<file path="src/rtl/etm_mul_arbiter.sv">
// Round-robin arbiter sharing one ETM 16x16 multiplier between N_REQ requesters,
// with a single registered result stage. Optional counters under `ETM_STATS_EN`.
module etm_mul_arbiter #(
  parameter int N_REQ = 4,
  parameter int ID_W  = 2
) (
  input  logic                  clk,
  input  logic                  rst_n,
  input  logic [N_REQ-1:0]      req_valid,
  output logic [N_REQ-1:0]      req_ready,
  input  logic [16*N_REQ-1:0]   req_a,
  input  logic [16*N_REQ-1:0]   req_b,
  output logic                  rsp_valid,
  input  logic                  rsp_ready,
  output logic [ID_W-1:0]       rsp_id,
  output logic [31:0]           rsp_result,
  output logic                  rsp_approx
`ifdef ETM_STATS_EN
  ,
  output logic [15:0]           stat_total,
  output logic [15:0]           stat_approx
`endif
);

  // Handshake: a transfer happens on a rising edge when valid and ready are both high.

  logic [ID_W-1:0] ptr_q, ptr_d;
  logic            valid_q;
  logic [ID_W-1:0] id_q;
  logic [31:0]     result_q, result_d;
  logic            approx_q, approx_d;

  logic            found;
  logic [ID_W-1:0] cand;
  logic            can_accept;
  logic            accept;
  logic [15:0]     op_a, op_b;

  // Candidate search starts at ptr_q and wraps; only the rotated offset is computed in int.
  always_comb begin
    int idx;
    found = 1'b0;
    cand  = '0;
    idx   = 0;
    for (int j = 0; j < N_REQ; j++) begin
      idx = int'(ptr_q) + j;
      if (idx >= N_REQ) idx = idx - N_REQ;
      if (!found && req_valid[ID_W'(idx)]) begin
        found = 1'b1;
        cand  = ID_W'(idx);
      end
    end
  end

  assign can_accept = !valid_q || rsp_ready;
  assign accept     = can_accept && found;
  assign ptr_d      = (cand == ID_W'(N_REQ-1)) ? '0 : cand + 1'b1;

  always_comb begin
    req_ready = '0;
    op_a      = '0;
    op_b      = '0;
    for (int i = 0; i < N_REQ; i++) begin
      if (cand == ID_W'(i)) begin
        req_ready[i] = accept;
        op_a         = req_a[16*i +: 16];
        op_b         = req_b[16*i +: 16];
      end
    end
  end

  // ETM: exact low-byte product when both high bytes are zero, otherwise the high
  // product with a saturated-ones low half reaching 8 bits above the top set bit.
  always_comb begin
    logic [7:0]  or_lo;
    logic [15:0] u;
    logic [15:0] prod_lo, prod_hi;
    or_lo   = op_a[7:0] | op_b[7:0];
    prod_lo = {8'd0, op_a[7:0]} * {8'd0, op_b[7:0]};
    prod_hi = {8'd0, op_a[15:8]} * {8'd0, op_b[15:8]};
    u       = '0;
    for (int k = 0; k < 8; k++) begin
      if (or_lo[k]) u = 16'hFFFF >> (7 - k);
    end
    if (op_a[15:8] == 8'd0 && op_b[15:8] == 8'd0) begin
      result_d = {16'd0, prod_lo};
      approx_d = 1'b0;
    end else begin
      result_d = {prod_hi, u};
      approx_d = 1'b1;
    end
  end

  always_ff @(posedge clk or negedge rst_n) begin
    if (!rst_n) begin
      ptr_q    <= '0;
      valid_q  <= 1'b0;
      id_q     <= '0;
      result_q <= '0;
      approx_q <= 1'b0;
    end else if (accept) begin
      ptr_q    <= ptr_d;
      valid_q  <= 1'b1;
      id_q     <= cand;
      result_q <= result_d;
      approx_q <= approx_d;
    end else if (rsp_ready) begin
      valid_q  <= 1'b0;
    end
  end

  assign rsp_valid  = valid_q;
  assign rsp_id     = id_q;
  assign rsp_result = result_q;
  assign rsp_approx = approx_q;

`ifdef ETM_STATS_EN
  logic [15:0] stat_total_q, stat_approx_q;

  always_ff @(posedge clk or negedge rst_n) begin
    if (!rst_n) begin
      stat_total_q  <= '0;
      stat_approx_q <= '0;
    end else if (accept) begin
      if (stat_total_q != 16'hFFFF) stat_total_q <= stat_total_q + 16'd1;
      if (approx_d && stat_approx_q != 16'hFFFF) stat_approx_q <= stat_approx_q + 16'd1;
    end
  end

  assign stat_total  = stat_total_q;
  assign stat_approx = stat_approx_q;
`endif

endmodule

</file>
<file path="config.mk">
export PLATFORM = sky130hd
export DESIGN_NAME = etm_mul_arbiter
export DESIGN_NICKNAME = d
export VERILOG_FILES = /design/src/rtl/etm_mul_arbiter.sv
export SDC_FILE = /design/constraint.sdc
export NUM_CORES = 1
export LEC_CHECK = 0
export CAP_MARGIN = 20
export CELL_PAD_IN_SITES_DETAIL_PLACEMENT = 0
export CELL_PAD_IN_SITES_GLOBAL_PLACEMENT = 1
export CORE_ASPECT_RATIO = 1.2
export CORE_UTILIZATION = 38
export DETAILED_ROUTE_END_ITERATION = 10
export GPL_ROUTABILITY_DRIVEN = 0
export PLACE_DENSITY_LB_ADDON = 0.05
export SYNTH_ARGS = -nofsm -noshare
export SYNTH_HDL_FRONTEND = slang
export SYNTH_SLANG_ARGS = --single-unit
</file>
<file path="constraint.sdc">
create_clock -name clk -period 8.9 [get_ports clk]
set_input_delay 1.335 -clock clk [delete_from_list [all_inputs] [get_ports clk]]
set_output_delay 1.335 -clock clk [all_outputs]
set_load 0.02 [all_outputs]
</file>
After elaboration in Yosys (flattened, before gate mapping)
Index checks and enable logic that the tools add are counted.

cells by class
  order comparisons = 8
  add/subtract/negate cells = 8
  eq/ne operators = 3
  multiply operators = 2
  mux-type cells = 49
  reductions and logical operators = 14
  shift operators = 0
  divide/modulo/power cells = 0
  bitwise operators = 1

operator list
  operator                                                                             count
  16-bit 2-to-1 mux                                                                    15
  8-bit by 8-bit multiplier with 16-bit output                                         2
  32-bit 2-to-1 mux                                                                    1
  1-bit 2-to-1 mux                                                                     19
  2-bit 2-to-1 mux                                                                     9
  8-bit zero test                                                                      2
  2-bit by 4-bit less-than comparator with 1-bit output, second input constant         4
  3-bit greater-or-equal comparator, second input constant                             3
  9-bit 2-to-1 mux                                                                     1
  1-bit binary-select mux with 2-bit select                                            4
  8-bit bitwise OR                                                                     1
  2-bit by 1-bit subtractor with 2-bit output, second input constant                   4
  2-bit by 2-bit adder with 3-bit output, second input constant                        2
  1-bit logical AND                                                                    5
  2-bit equality test, second input constant                                           2
  1-bit zero test                                                                      4
  2-bit by 1-bit adder with 3-bit output, second input constant                        1
  2-bit by 3-bit greater-or-equal comparator with 1-bit output, second input constant  1
  2-bit by 1-bit adder with 2-bit output, second input constant                        1
  2-bit by 1-bit equality test with 1-bit output, second input constant                1
  2-bit zero test                                                                      1
  2-bit nonzero test                                                                   1
  1-bit logical OR                                                                     1

word-level totals
  bits in registers = 38
  ROM bits = 0
  bits in latches = 0
  memory bits (writable) = 0
  memories kept = 0
  logic and storage cells = 90

Logic depth before layout (Yosys ltp)
  depth after elaboration = 30
  gate-level depth with buffers = 30
  mapped depth without buffers = 28

Worst setup path after synthesis
Ideal clock, no wire load.

  kind = input-to-reg
  start = input port req_valid[0]
  end = register result_q[13], in the netlist rsp_result[13]
  stages on the path = 27
  path buffers = 5
  data required time = 8,805 ps
  library setup time = 95 ps
  data arrival time = 7,218 ps
  path slack = 1,587 ps
  cells stage by stage = inv_1 nor2_1 a21oi_1 o22ai_1 a21oi_1 ha_1 buf_4 buf_6 buf_2 buf_2 buf_1 a21oi_2 or2_2 fa_1 fa_1 inv_1 fa_1 inv_1 fa_1 inv_1 ha_1 o21ai_0 a21oi_1 o211ai_1 or4b_2 o2111a_1 o31ai_1

between the ends
  longest elaborated chain between the ends = 26

RTL lines
  what                                                                                   line  text
  start: declaration                                                                     9     input logic [N_REQ-1:0] req_valid,
  1-bit binary-select mux with 2-bit select                                              48    if (!found && req_valid[ID_W'(idx)]) begin
  1-bit 2-to-1 mux (implied by the code) (2 in series)                                   48
  1-bit 2-to-1 mux                                                                       48
  1-bit zero test                                                                        48
  1-bit logical AND                                                                      48
  1-bit 2-to-1 mux                                                                       48
  1-bit zero test                                                                        48
  1-bit logical AND                                                                      48
  1-bit 2-to-1 mux                                                                       48
  1-bit zero test                                                                        48
  1-bit logical AND                                                                      48
  2-bit 2-to-1 mux *                                                                     48
  via cand[0]                                                                            34    logic [ID_W-1:0] cand;
  branches (longest 12 deep; another with 8-bit by 8-bit multiplier with 16-bit output)  -
  32-bit 2-to-1 mux *                                                                    85    if (op_a[15:8] == 8'd0 && op_b[15:8] == 8'd0) begin
  end signal: assignment                                                                 105   result_q <= result_d;
  end: declaration                                                                       30    logic [31:0] result_q, result_d;

Mark *: on every way through the listed nets, which the timed path passes. The select of a mux whose other input is x is not followed.
A chain may end at the register's enable or synchronous reset.

Final worst setup path
  start = input port req_valid[1]
  end = register result_q[31], in the netlist rsp_result[31]

between the ends
  longest elaborated chain between the ends = 21

RTL lines
  what                                                                                  line
  1-bit binary-select mux with 2-bit select                                             48
  1-bit 2-to-1 mux (implied by the code) (2 in series)                                  48
  1-bit 2-to-1 mux                                                                      48
  1-bit zero test                                                                       48
  1-bit logical AND                                                                     48
  1-bit 2-to-1 mux                                                                      48
  1-bit zero test                                                                       48
  1-bit logical AND                                                                     48
  1-bit 2-to-1 mux                                                                      48
  1-bit zero test                                                                       48
  1-bit logical AND                                                                     48
  2-bit 2-to-1 mux *                                                                    48
  via cand[0]                                                                           34
  branches (longest 7 deep; another with 8-bit by 8-bit multiplier with 16-bit output)  -
  32-bit 2-to-1 mux *                                                                   85

Marks and branches as above.

==> impl_results.md <==
* Yosys top cell area share at about a fifth
* Die height at 154 µm
* Minimum clock period at 8.22 ns
* Worst Skew at just over 0.005 ns
* Num CTS Buffers at 5
* Syn nets at ~1.2k
* Port bufs at about 170
* CTS resizes at 0
* Worst-Margin Slew at approximately 0.95 ns
* Worst EP arrival at between 8 and 9 ns
* DRT iter0 DRCs at between 200 and 300
* CP Class: in -> reg
* CTS tree: yes
* Ant diodes at 0
* Final Hold Viols at 0
* Slew Limit Fails at 0
* Cell Rows at 55
* Cell area after synthesis at 7320 µm²
* Largest net degree at the start of global routing at 48
* Asr flop ratio synth at 100%
* Yosys reg bits at 38
* Crit. End Element: flop
* Post-synth EDFFs at 0
* Global-route wire length before repair at between 30 and 40 mm
* Die Area at around 20000 µm²
* Number of remaining DRC errors at 0
* CP max-delay cell: ha_2
* Status: finished clean
* Layout cell share with drive strength beyond 1 at 9.07%
* Die X-Extent at between 100 and 150 µm
* Area after DPL at approximately 9400 µm²
* WP data required at roughly 9 ns
* Post-synth cell types at 62
* Unrepaired setup endpoints after global routing: false
* Post-CTS Hold Fix Bufs at 0
* Dominant synthesized flop cell: dfrtp_1
* Routed wire length at approximately 24 mm
* Placeable Area at approximately 19000 µm²
* Final Cell Area at ~9600 µm²
* Post-CTS Setup Bufs at 0
* Overflow after GRT at 0
* Max-slew headroom at 36.8%
* Clock tree sinks at 38
* Routed wire per std cell at between 15 and 20 µm
* Worst Hold Class: reg -> reg
* Via count at between 7k and 8k
* Longest Clk Path Bufs at 2
* Synth top area cells: fa_1 (20%), dfrtp_1 (13%), ha_1 (13%)
* Tot GR Track Use at about a quarter
* Antenna viol nets, final at 0
* Fin nets at 1351
* Vias in the first global route at approximately 7k
* DP HPWL at 19.9 mm
* Setup_tns at 0 ns
* Starting Density at 38.8%
* Worst Path Buf+Inv at 6
* FMAX at 122 MHz
* YS warnings at 0
* Cell family with most CP delay: adder cells
* Final Cycle Share at between 90 and 100%
* Worst slack, placed at around 0.29 ns
* IO Count at 175
* Clk pin slew, worst setup/hold paths at around 0.06 ns
* Crit-path max cell delay at ~0.58 ns
* Root buf cell: clkbuf_16
* Initial antenna violation count at 0
* Max-cap violation count at 0
* Seq/Total Area, Yosys at between 10% and 20%
* Nature of the critical path startpoint: input port
* Peak fanout along the critical path at 24
* Setup Viol. Count Final at 0
* Final WS setup at 0.678 ns
* Clk Latency, worst-skew pair at slightly below 0.3 ns
* # fillers at approximately 1.9k
* Vias per inst at approximately 5.3
* Syn_area_per_cell at 8.19 µm²
* Top cell type by total area after synthesis: fa_1
* Cells after Synth at about 890
* Layout Cells excl Fill at 1325
* DR pass1 iterations at 5
* Area growth, synth to finish at 30.5%
* Placed Cells at around 1.3k
* H-tree levels at 2
-- registers in the layout (all words and copies together) (netlist names) --
name and count:
rsp_valid 1, rsp_approx 1, rsp_id 2, ptr_q 2, rsp_result 32
-- cell type report --
cell class	count	area [µm²]	area share (%)
timing repair buffer	201	1960	20.5
clock inverter	2	12.5	0.131
clock buffer	6	139	1.45
inverter	110	413	4.32
multi-input combinational	712	5760	60.3
tap	256	320	3.35
sequential	38	951	9.96
-- cells in the mapped netlist, types with 4 or more instances --
cell type  count
o21ai_0       37
nand3b_1      13
o21ai_1        7
inv_1        108
buf_6          8
nand2_1       71
a31oi_1        6
ha_1          76
xor2_1         8
o41ai_1        5
o221ai_1       5
o31ai_1        8
a22o_1         5
o21bai_1       5
or2_2         32
a22oi_1        7
nor2b_1       16
dfrtp_1       38
o22ai_1        5
a221oi_1       8
a211oi_1       7
a221o_1        7
nor3b_2        5
a31o_2         5
a21oi_1       23
o22a_1        16
nor3_1        15
o21a_1         9
a22oi_2        4
buf_2         12
xnor2_1       13
a211o_1        4
nor3b_1       10
nand2b_1       5
a21o_1        17
clkbuf_1       9
nor4_1         4
fa_1          72
nand3_1        9
o31a_1         4
nor2_1       136
and3_1         6
-- worst register-to-register path, stage by stage (launching register included) --
cell      delay [ns]
dfrtp_1         0.41
nor2_1          0.08
a21oi_1         0.13
o22ai_1         0.09
a21oi_1         0.37
ha_2            0.58
buf_4           0.26
nand2b_1        0.31
o22a_1          0.20
o21ai_1         0.26
or2_2           0.41
fa_1            0.50
fa_1            0.54
inv_1           0.05
fa_1            0.49
inv_1           0.05
fa_1            0.48
inv_1           0.04
ha_1            0.32
o21ai_0         0.12
o21ai_0         0.28
nand2_1         0.11
o21ai_0         0.35
o41ai_1         0.13
xnor2_1         0.16
a22o_1          0.20
-- cells by family (layout without fill, tap and decap cells) --
family	after synthesis	count (layout)	synth area share [%]
AOI/OAI and AO/OA	205	205	20.5
and+or+nand+nor	335	335	22.3
DFF	38	38	13.0
muxes	3	3	0.427
xor gates and xnor gates	21	21	2.51
adders and majority gates	148	148	32.7
buffers and inverters	144	319	8.56
-- path summary, 6_finish.rpt --
kind	slack, ns	start	cells past startpoint	to
max reg2reg	1.87	ptr_q[0]$_DFFE_PN0P_	25	rsp_result[31]$_DFFE_PN0P_
min in group asynchronous	1.19	rst_n	1	rsp_result[29]$_DFFE_PN0P_
max	0.68	req_valid[1]	26	rsp_result[31]$_DFFE_PN0P_
min	0.47	rsp_result[18]$_DFFE_PN0P_	2	rsp_result[18]$_DFFE_PN0P_
min reg2reg	0.47	rsp_result[18]$_DFFE_PN0P_	2	rsp_result[18]$_DFFE_PN0P_
max in group asynchronous	7.11	rst_n	1	rsp_result[10]$_DFFE_PN0P_
-- metrics by stage --
stage | hold WS [ns] | util [%]
floorplan | 0.508 | -
global placement | 0.466 | 49.7
detailed placement | 0.469 | 49.9
CTS | 0.484 | 50.7
global route | 0.510 | 50.7
finish | 0.474 | 50.7
-- per-layer routing --
layer  global-route usage, %  part of all wire (%)  vias to the layer above
met4                    4.59                   1.5                        0
met5                       0                     0                        -
li1                        -                     -                     3405
met3                    3.90                   4.9                       24
met2                    44.2                    52                      176
met1                    31.0                    41                     3451
-- cells in the final DEF (no fill, tap or decap), drive strengths merged, types with 4 or more instances in the layout --
master         synthesis  final
a21o                  17     17
nor3                  17     17
nand3                  9      9
clkdlybuf4s50          0    173
nor3b                 15     15
ha                    76     76
inv                  110    110
a21oi                 25     25
a31oi                  7      7
buf                   25     28
a221o                  7      7
o22ai                  5      5
o221ai                 5      5
nor2b                 16     16
a211o                  4      4
a22oi                 11     11
o21a                   9      9
nor2                 136    136
o21bai                 5      5
nand2                 71     71
a211oi                 7      7
nor4                   4      4
nand2b                 5      5
and3                   6      6
a221oi                 8      8
clkbuf                 9      6
o31a                   4      4
nand3b                13     13
fa                    72     72
o41ai                  5      5
a22o                   5      5
xor2                   8      8
or2                   32     32
o21ai                 44     44
o22a                  16     16
xnor2                 13     13
o31ai                  8      8
a31o                   5      5
dfrtp                 38     38
Power is left out: the tool's default activity adds up to more than one toggle a clock period on the data nets, which glitch-free logic cannot reach.
